### src/rtl/fetch_arb_pkg.sv
// Shared types and helpers for the fetch-entry arbiter: FSM state, index width, round-robin pick.
package fetch_arb_pkg;

  typedef enum logic [0:0] {ARB, LOCKED} arb_state_e;

  localparam int unsigned MaxNumReq = 4;

  function automatic int unsigned arb_idx_w(int unsigned n);
    return (n > 1) ? $clog2(n) : 1;
  endfunction

  // First valid index after ptr in ascending modular order; returns ptr when nothing is valid.
  function automatic logic [1:0] rr_pick(logic [MaxNumReq-1:0] valid, logic [1:0] ptr,
                                         int unsigned n);
    logic [1:0] pick;
    logic       found;
    int         idx;
    pick  = ptr;
    found = 1'b0;
    for (int i = 1; i <= int'(n); i++) begin
      idx = (int'(ptr) + i) % int'(n);
      if (!found && valid[idx]) begin
        pick  = 2'(idx);
        found = 1'b1;
      end
    end
    return pick;
  endfunction

endpackage

### src/rtl/fetch_entry_arbiter_if.sv
// Requester/ID-stage handshake bundle for fetch_entry_arbiter.
interface fetch_entry_arbiter_if
  import fetch_arb_pkg::*;
#(
  parameter int unsigned NumReq    = 2,
  parameter int unsigned DataWidth = 64
);
  localparam int unsigned IdxW = arb_idx_w(NumReq);

  logic [NumReq-1:0]           req_valid_i;
  logic [NumReq-1:0]           req_lock_i;
  logic [NumReq*DataWidth-1:0] req_data_i;
  logic [NumReq-1:0]           req_ready_o;
  logic [DataWidth-1:0]        entry_o;
  logic                        entry_valid_o;
  logic [IdxW-1:0]             entry_id_o;
  logic                        entry_ready_i;
  logic [NumReq*32-1:0]        perf_grant_cnt_o;

  modport slave (
    input  req_valid_i, req_lock_i, req_data_i, entry_ready_i,
    output req_ready_o, entry_o, entry_valid_o, entry_id_o, perf_grant_cnt_o
  );

  modport master (
    output req_valid_i, req_lock_i, req_data_i, entry_ready_i,
    input  req_ready_o, entry_o, entry_valid_o, entry_id_o, perf_grant_cnt_o
  );

endinterface

### src/rtl/fetch_arb_rr_picker.sv
// Combinational modular priority search: first valid requester after ptr_i.
module fetch_arb_rr_picker
  import fetch_arb_pkg::*;
#(
  parameter int unsigned NumReq = 2
) (
  input  logic [NumReq-1:0]              valid_i,
  input  logic [arb_idx_w(NumReq)-1:0]   ptr_i,
  output logic [arb_idx_w(NumReq)-1:0]   idx_o,
  output logic                           found_o
);
  localparam int unsigned IdxW = arb_idx_w(NumReq);

  logic [MaxNumReq-1:0] valid_ext;

  always_comb begin
    valid_ext              = '0;
    valid_ext[NumReq-1:0]  = valid_i;
    idx_o                  = IdxW'(rr_pick(valid_ext, 2'(ptr_i), NumReq));
    found_o                = |valid_i;
  end

endmodule

### src/rtl/fetch_entry_arbiter.sv
// Round-robin fetch-entry arbiter with burst limit, per-requester lock and a registered output.
// Optional per-requester grant counters enabled by defining FETCH_ENTRY_ARB_PERF_EN.
module fetch_entry_arbiter
  import fetch_arb_pkg::*;
#(
  parameter int unsigned NumReq    = 2,
  parameter int unsigned DataWidth = 64,
  parameter int unsigned MaxBurst  = 4
) (
  input  logic                  clk_i,
  input  logic                  rst_i,
  input  logic                  flush_i,
  fetch_entry_arbiter_if.slave  bus
);
  localparam int unsigned IdxW   = arb_idx_w(NumReq);
  localparam int unsigned BurstW = $clog2(MaxBurst + 1);
  localparam logic [BurstW-1:0] BurstMax = BurstW'(MaxBurst);

  arb_state_e           state_q, state_d;
  logic [IdxW-1:0]      owner_q, owner_d;
  logic [IdxW-1:0]      rr_ptr_q, rr_ptr_d;
  logic [BurstW-1:0]    burst_q, burst_d;
  logic [DataWidth-1:0] entry_q, entry_d;
  logic                 entry_valid_q, entry_valid_d;
  logic [IdxW-1:0]      entry_id_q, entry_id_d;

  logic [NumReq-1:0] owner_oh;
  logic              owner_valid, others_valid;
  logic [IdxW-1:0]   rr_idx, winner;
  logic              rr_found, win_valid, space, accept;

  assign owner_oh     = NumReq'(1) << owner_q;
  assign owner_valid  = bus.req_valid_i[owner_q];
  assign others_valid = |(bus.req_valid_i & ~owner_oh);

  // Owner is masked out so an exhausted burst always rotates to someone else.
  fetch_arb_rr_picker #(
    .NumReq (NumReq)
  ) u_picker (
    .valid_i (bus.req_valid_i & ~owner_oh),
    .ptr_i   (rr_ptr_q),
    .idx_o   (rr_idx),
    .found_o (rr_found)
  );

  always_comb begin
    space     = !entry_valid_q || bus.entry_ready_i;
    winner    = owner_q;
    win_valid = 1'b0;
    if (state_q == LOCKED) begin
      win_valid = owner_valid;
    end else if (owner_valid && ((burst_q < BurstMax) || !others_valid)) begin
      win_valid = 1'b1;
    end else if (rr_found) begin
      winner    = rr_idx;
      win_valid = 1'b1;
    end
    accept          = win_valid && space && !flush_i;
    bus.req_ready_o = accept ? (NumReq'(1) << winner) : '0;
  end

  always_comb begin
    state_d       = state_q;
    owner_d       = owner_q;
    rr_ptr_d      = rr_ptr_q;
    burst_d       = burst_q;
    entry_d       = entry_q;
    entry_valid_d = entry_valid_q;
    entry_id_d    = entry_id_q;
    if (flush_i) begin
      state_d       = ARB;
      burst_d       = '0;
      entry_valid_d = 1'b0;
    end else if (accept) begin
      entry_d       = bus.req_data_i[winner*DataWidth +: DataWidth];
      entry_id_d    = winner;
      entry_valid_d = 1'b1;
      if (state_q == LOCKED) begin
        if (!bus.req_lock_i[winner]) begin
          state_d = ARB;
          burst_d = BurstMax;
        end
      end else begin
        if (winner == owner_q) begin
          burst_d = (burst_q == BurstMax) ? burst_q : burst_q + 1'b1;
        end else begin
          owner_d  = winner;
          rr_ptr_d = winner;
          burst_d  = BurstW'(1);
        end
        if (bus.req_lock_i[winner]) state_d = LOCKED;
      end
    end else if (bus.entry_ready_i) begin
      entry_valid_d = 1'b0;
    end
  end

  always_ff @(posedge clk_i or posedge rst_i) begin
    if (rst_i) begin
      state_q       <= ARB;
      owner_q       <= '0;
      rr_ptr_q      <= IdxW'(NumReq - 1);
      burst_q       <= '0;
      entry_q       <= '0;
      entry_valid_q <= 1'b0;
      entry_id_q    <= '0;
    end else begin
      state_q       <= state_d;
      owner_q       <= owner_d;
      rr_ptr_q      <= rr_ptr_d;
      burst_q       <= burst_d;
      entry_q       <= entry_d;
      entry_valid_q <= entry_valid_d;
      entry_id_q    <= entry_id_d;
    end
  end

  assign bus.entry_o       = entry_q;
  assign bus.entry_valid_o = entry_valid_q;
  assign bus.entry_id_o    = entry_id_q;

`ifdef FETCH_ENTRY_ARB_PERF_EN
  logic [NumReq-1:0][31:0] perf_q;

  // Counters survive flush; only rst_i clears them.
  always_ff @(posedge clk_i or posedge rst_i) begin
    if (rst_i) begin
      perf_q <= '0;
    end else begin
      for (int k = 0; k < int'(NumReq); k++) begin
        if (bus.req_ready_o[k]) perf_q[k] <= perf_q[k] + 32'd1;
      end
    end
  end

  assign bus.perf_grant_cnt_o = perf_q;
`else
  assign bus.perf_grant_cnt_o = '0;
`endif

endmodule

### src/flat_wrapper.sv
// flat-port wrapper written by rule: the top's interface ports become plain ports
module fetch_entry_arbiter_flat import fetch_arb_pkg::*;
#(
  parameter int unsigned NumReq    = 2,
  parameter int unsigned DataWidth = 64,
  parameter int unsigned MaxBurst  = 4
)
  (clk_i, rst_i, flush_i, bus_req_valid_i, bus_req_lock_i, bus_req_data_i, bus_entry_ready_i, bus_req_ready_o, bus_entry_o, bus_entry_valid_o, bus_entry_id_o, bus_perf_grant_cnt_o);
  fetch_entry_arbiter_if #(.NumReq(NumReq), .DataWidth(DataWidth)) bus_i ();
  input  logic clk_i;
  input  logic rst_i;
  input  logic flush_i;
  input wire logic [$bits(bus_i.req_valid_i)-1:0] bus_req_valid_i;
  input wire logic [$bits(bus_i.req_lock_i)-1:0] bus_req_lock_i;
  input wire logic [$bits(bus_i.req_data_i)-1:0] bus_req_data_i;
  input wire logic [$bits(bus_i.entry_ready_i)-1:0] bus_entry_ready_i;
  output wire logic [$bits(bus_i.req_ready_o)-1:0] bus_req_ready_o;
  output wire logic [$bits(bus_i.entry_o)-1:0] bus_entry_o;
  output wire logic [$bits(bus_i.entry_valid_o)-1:0] bus_entry_valid_o;
  output wire logic [$bits(bus_i.entry_id_o)-1:0] bus_entry_id_o;
  output wire logic [$bits(bus_i.perf_grant_cnt_o)-1:0] bus_perf_grant_cnt_o;
  assign bus_i.req_valid_i = bus_req_valid_i;
  assign bus_i.req_lock_i = bus_req_lock_i;
  assign bus_i.req_data_i = bus_req_data_i;
  assign bus_i.entry_ready_i = bus_entry_ready_i;
  assign bus_req_ready_o = bus_i.req_ready_o;
  assign bus_entry_o = bus_i.entry_o;
  assign bus_entry_valid_o = bus_i.entry_valid_o;
  assign bus_entry_id_o = bus_i.entry_id_o;
  assign bus_perf_grant_cnt_o = bus_i.perf_grant_cnt_o;
  fetch_entry_arbiter #(.NumReq(NumReq), .DataWidth(DataWidth), .MaxBurst(MaxBurst)) u_core (.clk_i(clk_i), .rst_i(rst_i), .flush_i(flush_i), .bus(bus_i));
endmodule
### config.mk
export PLATFORM = sky130hd
export DESIGN_NAME = fetch_entry_arbiter_flat
export DESIGN_NICKNAME = d
export VERILOG_FILES = /design/src/rtl/fetch_arb_pkg.sv /design/src/rtl/fetch_entry_arbiter_if.sv /design/src/rtl/fetch_arb_rr_picker.sv /design/src/rtl/fetch_entry_arbiter.sv /design/src/flat_wrapper.sv
export SDC_FILE = /design/constraint.sdc
export NUM_CORES = 1
export LEC_CHECK = 0
export CORE_UTILIZATION = 39
export DETAILED_ROUTE_END_ITERATION = 8
export PLACE_DENSITY_LB_ADDON = 0.25
export REMOVE_ABC_BUFFERS = 1
export SLEW_MARGIN = 20
export SYNTH_ARGS = -nofsm -noshare
export SYNTH_HDL_FRONTEND = slang
export SYNTH_SLANG_ARGS = --single-unit
### constraint.sdc
create_clock -name clk_i -period 3.98 [get_ports clk_i]
set_input_delay 0.796 -clock clk_i [delete_from_list [all_inputs] [get_ports clk_i]]
set_output_delay 0.796 -clock clk_i [all_outputs]
set_load 0.05 [all_outputs]
After elaboration in Yosys (flattened, before gate mapping):

Cells that the tools add are included.

* input port bits: 136
* output and inout bits: 132
* register bits: 72

* shift operators: 3
* multiplexer cells: 32
* reduce and logical (&&, ||, !) cells: 16
* bitwise logic cells: 7
* $add $sub $neg: 3
* magnitude comparators: 5
* equal/unequal tests: 4

Operators by type and width (count)
* 128-bit by 8-bit variable part select with 64-bit output: 1
* 1-bit 2-to-1 mux: 23
* 3-bit 2-to-1 mux: 6
* 2-bit by 4-bit less-than comparator with 1-bit output, second input constant: 2
* 1-bit binary-select mux with 2-bit select: 2
* 1-bit logical AND: 4
* 1-bit logical NOT: 4
* 1-bit by 2-bit less-than comparator with 1-bit output, second input constant: 2
* 4-bit by 3-bit inequality test with 1-bit output, second input constant: 1
* 4-bit AND reduction: 1
* 1-bit by 1-bit << shifter with 2-bit output, first input constant: 2
* 3-bit by 1-bit adder with 3-bit output, second input constant: 1
* 3-bit == test, second input constant: 1
* 3-bit less-than comparator, second input constant: 1
* 3-bit inequality test, second input constant: 1
* 1-bit NOT: 3
* 3-bit AND reduction: 1
* 3-bit nonzero test: 1
* 1-bit adder, second input constant: 2
* 1-bit AND, first input constant: 2
* 2-bit AND: 1
* 1-bit logical OR: 2
* 2-bit 2-to-1 mux: 1
* 2-bit NOT: 1
* 4 further kinds: 4

Logic depth before layout (Yosys ltp):

Gate-level depths: netlist of run 1.

* word-level depth: 19
* depth in mapped cells: 9
* depth with buffers taken out: 6

Hierarchy:

From an unflattened synthesis of run 1, not the netlist that was laid out.

* cells, all modules: 420
* area, all modules: 4120.2 µm²

Modules (own cells, without submodules)
* fetch_entry_arbiter: area each 4100.2 µm², cells an instance 417, times used 1
* fetch_arb_rr_picker: area each 20.0 µm², cells an instance 3, times used 1

Least setup slack after synthesis of run 1:

OpenSTA, ideal clock, no wires.

* kind: in2out
* start: in bus_req_valid_i[0]
* end: out bus_req_ready_o[1]
* slack: 829 ps
* data arrival time: 2355 ps
* stages on the path: 8
* cell sequence: clkbuf_2 -> mux2i_1 -> a221oi_4 -> nor2b_1 -> buf_2 -> buf_4 -> buf_4 -> and2_1

* word-level cells in the longest chain between the ends: 13

Ends and longest elaborated chain
* start, declared: line flat_wrapper.sv:13 `input wire logic [$bits(bus_i.req_valid_i)-1:0] bus_req_valid_i;`
* 2-bit AND: line fetch_entry_arbiter.sv:34, fetch_entry_arbiter.sv:40
* 1-bit binary-select mux with 2-bit select: line fetch_arb_pkg.sv:22 `if (!found && valid[idx]) begin`
* 1-bit 2-to-1 mux (not written as such) (2 in series): line fetch_arb_pkg.sv:22
* 1-bit 2-to-1 mux: line fetch_arb_pkg.sv:22
* 1-bit logical NOT: line fetch_arb_pkg.sv:22
* 1-bit logical AND: line fetch_arb_pkg.sv:22
* 1-bit 2-to-1 mux: line fetch_arb_pkg.sv:22
* 1-bit 2-to-1 mux: line fetch_entry_arbiter.sv:54 `end else if (rr_found) begin`
* 1-bit 2-to-1 mux: line fetch_entry_arbiter.sv:52 `end else if (owner_valid && ((burst_q < BurstMax) || !others_valid)) begin`
* 1-bit 2-to-1 mux: line fetch_entry_arbiter.sv:50 `if (state_q == LOCKED) begin`
* 1-bit by 1-bit << shifter with 2-bit output: line fetch_entry_arbiter.sv:59 `bus.req_ready_o = accept ? (NumReq'(1) << winner) : '0;`
* 2-bit 2-to-1 mux *: line fetch_entry_arbiter.sv:59
* end, declared: line flat_wrapper.sv:17 `output wire logic [$bits(bus_i.req_ready_o)-1:0] bus_req_ready_o;`

Every way passes the cells marked *; elsewhere a longest branch is shown, timed or not. The select of a mux whose other input is x is not followed.

Worst setup path after layout of run 1:

* start: in bus_req_valid_i[0]
* end: out bus_req_ready_o[0]

The elaborated chain is that of the path after synthesis.

==> metrics.cfg, run 1 <==
[finish]
syn_to_final_growth_pct=53.0
insertedDiodeCount=0
post-route-util_pct=62.1
drive_above_1_share_pct=4.95
finalNetCount=739
fillers=869
stdcell_area_mm2=0.00610
seqCellArea_mm2=0.00178
multi_input_comb_area_mm2=0.00180
instances_no_fill=739

[sta]
setup_repair_after_global_routing_missed_its_margin=false
timing.slew.headroom_pct=40.0
worst_hold_slack_ps=504
finalMaxSlewViolations=0
finalHoldViolCount=0
tightest_slew_ps=900
period_minus_slack_ps=3350
fin_crit_sh_pct=84.2
max_freq_mhz=298
clock-skew-final_ps=7.61
setup_viol=0

[yosys]
synth_area_mm2=0.00399
avgSynthCellArea_um2=9.72
post-synth-top-area-fraction_pct=44.6
ys_seq_elements=71
synthesis.yosys.warnings=0
synth_commonest_cells=sky130_fd_sc_hd__buf_4, sky130_fd_sc_hd__nor2_1, sky130_fd_sc_hd__dfrtp_1
synth_cell_type_count=33
synth_ff_type=sky130_fd_sc_hd__dfrtp_1
ys_top_cells_by_area=sky130_fd_sc_hd__dfrtp_1, sky130_fd_sc_hd__mux2i_1, sky130_fd_sc_hd__buf_4
post-synth-top-area-cell=sky130_fd_sc_hd__dfrtp_1
synthCells=410
synth_async_sr_flop_share_pct=100
synth.yosys.seq_area_share_pct=44.6
synth-edff-count=0

[power_and_ir_drop]
switching_share_pct=48.1
design_power_total_mw=4.52
power_leakage_nw=2.72
power.density_mw_per_mm2=742
pwr-share-seq_pct=25.7
cellInternalPower_mw=2.35
max-vdd-ir-drop_v=0.000395
clockPowerShare_pct=14.6
pwr-share-comb_pct=59.7
power_switching_mw=2.17

[critical_path]
timing.critical_path.from_type=input pin
worstSetupEndpointType=primary output
critPathRequiredTime_ps=3180
critical_path.reg2reg.startpoint=u_core.owner_q$_DFFE_PP0P_
crit_path_max_fanout=8
reg2reg_setup_slack_ps=1710
worst-r2r-cell-count=6
critical_path_at_ps=2560
criticalPathCategory=input pin to primary output
critical_path.reg2reg.endpoint=u_core.burst_q[2]$_DFFE_PP0P_
setup.worst_path.start=bus_req_valid_i[0]

[clocking]
numCtsBuffers=9
cts_hold_repair.buffers=0
clock_tree.buffer_depth=2
clock-sinks=71
clock_insertion_delay_worst_skew_ps=340
cts-htree-levels=3
cts.root.buffer_cell=sky130_fd_sc_hd__clkbuf_8
tritoncts=built
cts.reportedPaths.clkPinSlew_ps=70
cts_repair_resize_count=0
post_cts.repair.setup_buffers=0

[drt]
route.antenna.remaining_nets=0
drt-initial-drc-count=64
wire_per_inst_um=13.1
detail_route.first_pass.iterations=4
detailroute.via_count=3345
remaining_drc_errors=0
wl_um=9720
post_drt_via_cell_ratio=4.53

[placement]
io_buffer_count=203
placed_cells=723
detailed_place.area_mm2=0.00586
gp_congestion=0.807
dp_hpwl_um=7350

[floorplanning]
dieWidth_um=103
design.portCount=268
die-height_um=103
design.die.area_mm2=0.0106
floorplan.rows=36
start_util_pct=40.6
core_mm2=0.00982

[global_routing]
grtUsageMet2_pct=32.2
grt_antenna_before_repair=0
grtUsageMet1_pct=19.0
met3_layer_usage_reported_by_global_route_pct=7.93
grt_pass1_vias=3133
grt.total_usage_pct=18.1
wire_length_of_the_first_global_routing_pass_um=14500
grt_busiest_layer=met2
overflow=0
maximum_number_of_pins_on_one_net_before_global_route_repair=85

[outcome]
result_of_the_run=completed

[min_path]
worstHoldPathCells=2
hold_end=u_core.bus.entry_id_o$_DFFE_PP0P_
worstHoldPathType=flip-flop to flip-flop
hold_path.startpoint=u_core.bus.entry_id_o$_DFFE_PP0P_

[run]
max_cap_viol_count=0

[cells by family (layout without fill, tap and decap cells)]
| logic type | after synthesis | count (layout) | share of synthesized area [%] |
|---|---|---|---|
| buffers and inverters | 96 | 229 | 16.5 |
| multiplexers | 69 | 69 | 17.4 |
| other | 1 | 64 | 0.0941 |
| adder cells (fa/ha/maj) | 2 | 2 | 0.628 |
| AND/OR/NAND/NOR | 91 | 91 | 9.45 |
| AO/OA/AOI/OAI | 80 | 80 | 11.4 |
| flip-flops | 71 | 71 | 44.6 |
[cell type report]
class,count,share of cell area (%)
inverter,6,0.369
tap,133,2.73
timing repair buffer,207,34.4
clock inverter,5,1.31
multi-input combinational,306,29.6
clock buffer,11,2.48
sequential,71,29.1
[placed cells by master, fill, tap and decap left out, types with 3 or more instances in the layout]
| master | n |
|---|---|
| sky130_fd_sc_hd__nor2_1 | 73 |
| sky130_fd_sc_hd__buf_12 | 3 |
| sky130_fd_sc_hd__inv_1 | 4 |
| sky130_fd_sc_hd__clkdlybuf4s50_1 | 201 |
| sky130_fd_sc_hd__clkbuf_8 | 11 |
| sky130_fd_sc_hd__nand2_1 | 5 |
| sky130_fd_sc_hd__a21oi_1 | 69 |
| sky130_fd_sc_hd__dfrtp_1 | 71 |
| sky130_fd_sc_hd__mux2i_1 | 68 |
| sky130_fd_sc_hd__conb_1 | 64 |
| sky130_fd_sc_hd__buf_4 | 3 |
[worst max-delay path by stage]
stage               slack [ps]                 end
finish                     630  bus_req_ready_o[0]
global route               530  bus_req_ready_o[0]
CTS                        620  bus_req_ready_o[0]
detailed placement         630  bus_req_ready_o[0]
global placement           690  bus_req_ready_o[0]
floorplan                -3080  bus_req_ready_o[0]
[power by group through the flow]
stage | combinational [mW] | clock, mW | sequential [mW]
final | 2.70 | 0.659 | 1.16
after global routing | 2.85 | 0.716 | 1.20
after CTS | 2.72 | 0.683 | 1.17
after floorplan | 0.974 | 0 | 2.09
after global placement | 2.69 | 0 | 1.17
after detailed placement | 2.72 | 0 | 1.18
[routing by layer]
metal  share of wire (%)  wire (µm)
met2                  51       4940
met5                   0          0
met3                  11       1070
met1                  37       3590
met4                 1.2        118
[critical path, cell delays in order]
cell and delay [ps]:
sky130_fd_sc_hd__clkdlybuf4s50_1 610, sky130_fd_sc_hd__mux2i_1 180, sky130_fd_sc_hd__a221oi_4 340, sky130_fd_sc_hd__nor2b_4 240, sky130_fd_sc_hd__and2_1 220, sky130_fd_sc_hd__buf_12 160
[through the flow]
step	TNS (ps)	worst slack [ps]
3_3_place_gp	0	690
5_1_grt	0	529
4_1_cts	0	616
2_1_floorplan	-134000	-3080
3_5_place_dp	0	634
6_report	0	628
[flip-flops by register name, summed over array words and instances (netlist names)]
register / cells
u_core.owner_q: 1
u_core.burst_q: 3
u_core.bus.entry_valid_o: 1
u_core.bus.entry_id_o: 1
u_core.bus.entry_o: 64
u_core.state_q: 1
(Power assumes the default switching activity.)
==> inputs of run 2 (changes only) <==
Settings changed: CORE_UTILIZATION 39 to 36.
Clock period 3.98 ns to 3.1 ns, I/O delays scaled along.
==> run 2 against run 1 <==
Against the previous run: sequential share of layout area shrank 0.13 points; non-clock buffer count grew 1; sequential cell count is the same; critical path type unchanged; combinational power grew 28%; largest cell class unchanged; global-route usage shrank 1.2 points; register-to-register slack lost 640 ps; worst hold slack gained 8.3 ps; first-iteration DRC count grew 42%; highest routed layer unchanged; setup slack lost 490 ps; critical endpoint unchanged; total power grew 28%.
==> metrics.cfg, run 2 (synthesized netlist as in run 1, its figures left out) <==
[outcome]
result_of_the_run=completed

[finish]
mostFrequentLayoutCell=sky130_fd_sc_hd__clkdlybuf4s50_1
seqCellArea_mm2=0.00178  ; unchanged
finalNetCount=740  ; +0.14%
syn_to_final_growth_pct=53.7
mostFrequentLayoutCells=sky130_fd_sc_hd__clkdlybuf4s50_1, sky130_fd_sc_hd__nor2_1, sky130_fd_sc_hd__dfrtp_1
post-route-util_pct=56.7  ; -5.3 points
drive_above_1_share_pct=5.11  ; +0.16 points
insertedDiodeCount=0  ; unchanged
fillers=954  ; +9.8%
largest_register_ffs=64  ; unchanged
multi_input_comb_area_mm2=0.00180  ; unchanged

[clocking]
cts_repair_resize_count=0  ; unchanged
tritoncts=built
post_cts.repair.setup_buffers=0  ; unchanged
clock-sinks=71  ; unchanged
cts_hold_repair.buffers=0  ; unchanged
cts-htree-levels=3  ; unchanged
clock_tree.buffer_depth=2  ; unchanged
cts.root.buffer_cell=sky130_fd_sc_hd__clkbuf_8
cts.reportedPaths.clkPinSlew_ps=70  ; about the same
clock_insertion_delay_worst_skew_ps=340  ; about the same
numCtsBuffers=9  ; unchanged

[power_and_ir_drop]
power_leakage_nw=2.72  ; +0.25%
power.density_mw_per_mm2=949  ; +28%
max-vdd-ir-drop_v=0.000624  ; +58%

[global_routing]
maximum_number_of_pins_on_one_net_before_global_route_repair=67  ; -21%
grt_antenna_before_repair=0  ; unchanged
wire_length_of_the_first_global_routing_pass_um=15000  ; +3.4%
grt_pass1_vias=3130  ; -0.096%
grt.total_usage_pct=17.0  ; -1.2 points
overflow=0  ; unchanged

[drt]
post_drt_via_cell_ratio=4.44  ; -1.9%
drt-initial-drc-count=91  ; +42%
detail_route.first_pass.iterations=6  ; +2
route.antenna.remaining_nets=0  ; unchanged
remaining_drc_errors=0  ; unchanged
wl_um=9550  ; -1.7%
wire_per_inst_um=12.8  ; -2.8%
detailroute.via_count=3317  ; -0.84%

[sta]
fin_crit_sh_pct=95.5
setup_repair_after_global_routing_missed_its_margin=false
setup_viol=0  ; unchanged
clock-skew-final_ps=11.1  ; +3.48 ps
period_minus_slack_ps=2960
timing.slew.headroom_pct=54.8  ; +15 points
finalHoldViolCount=0  ; unchanged
max_freq_mhz=338
setup_ws_ps=138  ; -489 ps
finalMaxSlewViolations=0  ; unchanged
tightest_slew_ps=677  ; -223 ps

[critical_path]
critPathRequiredTime_ps=2480  ; -700 ps
cpPeakStageDelay_ps=630  ; +20 ps
cp_slowest_cell=sky130_fd_sc_hd__clkdlybuf4s50_1
worstSetupEndpointType=primary output
critical_path_at_ps=2340  ; -220 ps
timing.critical_path.from_type=input pin
reg2reg_setup_slack_ps=1070  ; -640 ps
crit_chain=clkdlybuf4s50_1 -> mux2i_1 -> a221oi_4 -> nor2b_4 -> and2_1 -> buf_12
critical_path.n_buffers_inverters=2  ; unchanged
worst_path_dominant_cell_family=buffers and inverters
crit_path_max_fanout=8  ; unchanged
criticalPathCategory=input pin to primary output

[placement]
gp_congestion=0.825  ; +2.2%
placement.setup.worst_slack_ps=136  ; -498 ps
io_buffer_count=203  ; unchanged
dp_hpwl_um=7290  ; -0.75%

[floorplanning]
start_util_pct=36.9  ; -3.7 points
design.die.area_mm2=0.0115  ; +8.2%
die-height_um=107  ; +4.0%
core_mm2=0.0108  ; +9.9%
floorplan.rows=38  ; +5.6%
dieWidth_um=107  ; +4.0%
design.portCount=268  ; unchanged

[run]
max_cap_viol_count=0  ; unchanged

[min_path]
worstHoldPathType=flip-flop to flip-flop

run 2: cell type report:
cell class / instances / share of cell area, %
Timing Repair Buffer: 208 / 34.5
Multi-Input combinational cell: 306 / 29.5
Sequential cell: 71 / 29.0
Tap cell: 140 / 2.86
Clock buffer: 10 / 2.25
Clock inverter: 6 / 1.51
Inverter: 6 / 0.368
run 2: worst min-delay path, cell delays in order (launching register included):
cell	delay [ps]
sky130_fd_sc_hd__dfrtp_1	350
sky130_fd_sc_hd__nor2_1	50
sky130_fd_sc_hd__nor2_1	80
run 2: metrics by stage:
| stage | setup TNS (ps) | power (mW) | area, µm² | hold WS [ps] | cells |
|---|---|---|---|---|---|
| 2_1_floorplan | -181970 | 3.94 | 3590 | 506 | 383 |
| 5_1_grt | 0 | 6.13 | 6120 | 554 | 747 |
| 3_5_place_dp | 0 | 5.02 | 5890 | 507 | 731 |
| 3_3_place_gp | 0 | 4.97 | 5890 | 489 | 731 |
| 4_1_cts | 0 | 5.88 | 6120 | 525 | 747 |
| 6_report | 0 | 5.81 | 6120 | 513 | 747 |
run 2: worst paths after layout:
check | from | endpoint | depth (start not counted)
worst max-delay path | bus_req_valid_i[0] | bus_req_ready_o[0] | 6
worst min-delay path | u_core.bus.entry_id_o$_DFFE_PP0P_ | u_core.bus.entry_id_o$_DFFE_PP0P_ | 2
worst max register to register | u_core.owner_q$_DFFE_PP0P_ | u_core.burst_q[2]$_DFFE_PP0P_ | 6
worst min register to register | u_core.bus.entry_id_o$_DFFE_PP0P_ | u_core.bus.entry_id_o$_DFFE_PP0P_ | 2
max in group asynchronous | rst_i | u_core.bus.entry_o[15]$_DFFE_PP0P_ | 3
min in group asynchronous | rst_i | u_core.bus.entry_o[10]$_DFFE_PP0P_ | 2
run 2: power breakdown:
part,switching [mW],internal [mW],total (mW)
Sequential,0.226,1.28,1.51
Combinational,2.22,1.24,3.46
Clock,0.357,0.479,0.836
run 2: routing by layer:
| metal | vias to the layer above | GRT usage, % | share of wire, % |
|---|---|---|---|
| li1 | 1642 | - | - |
| met1 | 1505 | 19.6 | 39 |
| met2 | 156 | 29.0 | 51 |
| met3 | 14 | 5.05 | 8.9 |
| met4 | 0 | 7.24 | 1.6 |
| met5 | - | 0 | 0 |
==> inputs of run 3 (changes only) <==
Settings changed: CORE_ASPECT_RATIO from default to 1.1, HOLD_SLACK_MARGIN from default to 0.1.
==> run 3 against run 2 <==
Against the previous run: non-clock buffer count unchanged; final cell count up 0.13%; design area rose by 0.94%; global-route usage grew 0.39 points; count of clock-buffer cells in the layout increased by 4; core utilization up 1.6 points; clock power is 15% higher; combinational power barely moved; sequential share of layout area decreased by 0.27 points; via count up 0.27%; clock skew down 4.1 ps; critical path type unchanged; largest power group unchanged; highest routed layer unchanged.
==> metrics.cfg, run 3 (synthesized netlist as in run 1, its figures left out) <==
[floorplanning]
core_mm2=0.0106  ; -1.9%
floorplan.rows=39  ; +2.6%
start_util_pct=37.6  ; +0.71 points
die-height_um=112  ; +4.8%
design.die.area_mm2=0.0115  ; about the same
dieWidth_um=102  ; -4.6%
design.portCount=268  ; unchanged

[sta]
finalHoldViolCount=0  ; unchanged
timing.slew.headroom_pct=53.2  ; -1.6 points
finalMaxSlewViolations=0  ; unchanged
tightest_slew_ps=701  ; +23.9 ps
fin_crit_sh_pct=95.8  ; +0.29 points
setup_repair_after_global_routing_missed_its_margin=false
clock-skew-final_ps=6.95  ; -4.14 ps
setup_viol=0  ; unchanged
max_freq_mhz=337  ; -0.30%
period_minus_slack_ps=2970  ; +8.95 ps

[drt]
post_drt_via_cell_ratio=4.45  ; +0.14%
remaining_drc_errors=0  ; unchanged
drt-initial-drc-count=103  ; +13%
wl_um=9820  ; +2.8%
detail_route.first_pass.iterations=4  ; -2
detailroute.via_count=3326  ; +0.27%
route.antenna.remaining_nets=0  ; unchanged
wire_per_inst_um=13.1  ; +2.7%

[power_and_ir_drop]
pwr-share-comb_pct=58.4  ; -1.2 points
power_switching_mw=2.79  ; -0.68%
pwr-share-seq_pct=25.3  ; -0.7 points
switching_share_pct=47.0  ; -1.3 points
clockPowerShare_pct=16.2  ; +1.8 points
cellInternalPower_mw=3.15  ; +4.8%
power.density_mw_per_mm2=960  ; +1.2%
power_leakage_nw=2.76  ; +1.2%
max-vdd-ir-drop_v=0.000435  ; -30%

[clocking]
numCtsBuffers=9  ; unchanged
clock_tree.buffer_depth=2  ; unchanged
tritoncts=built
cts-htree-levels=3  ; unchanged
cts_hold_repair.buffers=0  ; unchanged
clock_insertion_delay_worst_skew_ps=320  ; -20 ps
cts.root.buffer_cell=sky130_fd_sc_hd__clkbuf_16
post_cts.repair.setup_buffers=0  ; unchanged
clock-sinks=71  ; unchanged
cts.reportedPaths.clkPinSlew_ps=50  ; -20 ps
cts_repair_resize_count=0  ; unchanged

[placement]
dp_hpwl_um=7530  ; +3.3%
gp_congestion=0.849  ; +2.9%
placed_cells=734  ; +0.41%
io_buffer_count=203  ; unchanged

[finish]
syn_to_final_growth_pct=55.1
drive_above_1_share_pct=4.63  ; -0.48 points
post-route-util_pct=58.4  ; +1.6 points
instances_no_fill=748  ; +0.13%
insertedDiodeCount=0  ; unchanged
finalNetCount=740  ; unchanged
mostFrequentLayoutCells=sky130_fd_sc_hd__clkdlybuf4s50_1, sky130_fd_sc_hd__nor2_1, sky130_fd_sc_hd__dfrtp_1
largest_register_ffs=64  ; unchanged
mostFrequentLayoutCell=sky130_fd_sc_hd__clkdlybuf4s50_1

[critical_path]
crit_path_max_fanout=8  ; unchanged
reg2reg_setup_slack_ps=1020  ; -50 ps
worstSetupEndpointType=primary output
critical_path_at_ps=2350  ; about the same
critPathRequiredTime_ps=2480  ; about the same
criticalPathCategory=input pin to primary output
timing.critical_path.from_type=input pin

[global_routing]
grt_antenna_before_repair=0  ; unchanged
overflow=0  ; unchanged
maximum_number_of_pins_on_one_net_before_global_route_repair=71  ; +6.0%
grt_pass1_vias=3218  ; +2.8%
wire_length_of_the_first_global_routing_pass_um=15400  ; +2.3%
grt.total_usage_pct=17.4  ; +0.39 points

[min_path]
worstHoldPathType=flip-flop to flip-flop

[run]
max_cap_viol_count=0  ; unchanged

[outcome]
result_of_the_run=completed

## run 3: cell types whose count changed in the layout (fill, tap and decap cells not counted)
cell	previous run	this run
sky130_fd_sc_hd__clkinv_4	1	0
sky130_fd_sc_hd__clkbuf_1	0	1
sky130_fd_sc_hd__clkinvlp_4	2	0
sky130_fd_sc_hd__bufinv_16	2	0
sky130_fd_sc_hd__clkbuf_8	10	4
sky130_fd_sc_hd__clkbuf_16	0	9
sky130_fd_sc_hd__inv_6	1	0
## run 3: cell type report
type	instances	area [µm²]
Inverter	6	22.5
Multi-Input combinational cell	306	1800
Tap cell	143	179
Timing Repair Buffer	208	2110
Clock buffer	14	284
Sequential cell	71	1780
Fill cell	953	4410
## run 3: metrics by stage
step                setup WS [ps]  cell area, µm²  hold slack (ps)  power, mW  TNS, ps
finish                        129            6180              513       5.94        0
global route                 36.7            6180              549       6.25        0
CTS                           144            6180              524       6.01        0
detailed placement            152            5900              497       5.02        0
global placement              191            5900              490       4.96        0
floorplan                   -3610            3590              506       3.94  -181970
## run 3: worst paths after layout
kind	start	to	depth (start not counted)
worst max-delay path	bus_req_valid_i[0]	bus_req_ready_o[0]	6
worst min-delay path	u_core.bus.entry_id_o$_DFFE_PP0P_	u_core.bus.entry_id_o$_DFFE_PP0P_	2
worst max register to register	u_core.owner_q$_DFFE_PP0P_	u_core.burst_q[2]$_DFFE_PP0P_	6
worst min register to register	u_core.bus.entry_id_o$_DFFE_PP0P_	u_core.bus.entry_id_o$_DFFE_PP0P_	2
max in group asynchronous	rst_i	u_core.bus.entry_o[49]$_DFFE_PP0P_	3
min in group asynchronous	rst_i	u_core.bus.entry_valid_o$_DFFE_PP0P_	2
## run 3: critical path: stages
cell and delay (ps):
sky130_fd_sc_hd__clkdlybuf4s50_1 630, sky130_fd_sc_hd__mux2i_1 190, sky130_fd_sc_hd__a221oi_4 260, sky130_fd_sc_hd__nor2b_4 210, sky130_fd_sc_hd__and2_1 260, sky130_fd_sc_hd__buf_12 170
## run 3: power by group through the flow
stage	logic [mW]	clock network (mW)	registers, mW
floorplan	1.25	0	2.69
global placement	3.46	0	1.50
detailed placement	3.50	0	1.52
CTS	3.51	0.992	1.51
global route	3.66	1.04	1.55
finish	3.47	0.963	1.50
## run 3: per-layer routing
layer,global-route usage (%),vias to the layer above,wire (µm)
li1,-,1639,-
met2,31.3,153,5290
met4,5.33,0,124
met5,0,-,0
met3,4.36,10,657
met1,19.8,1524,3750
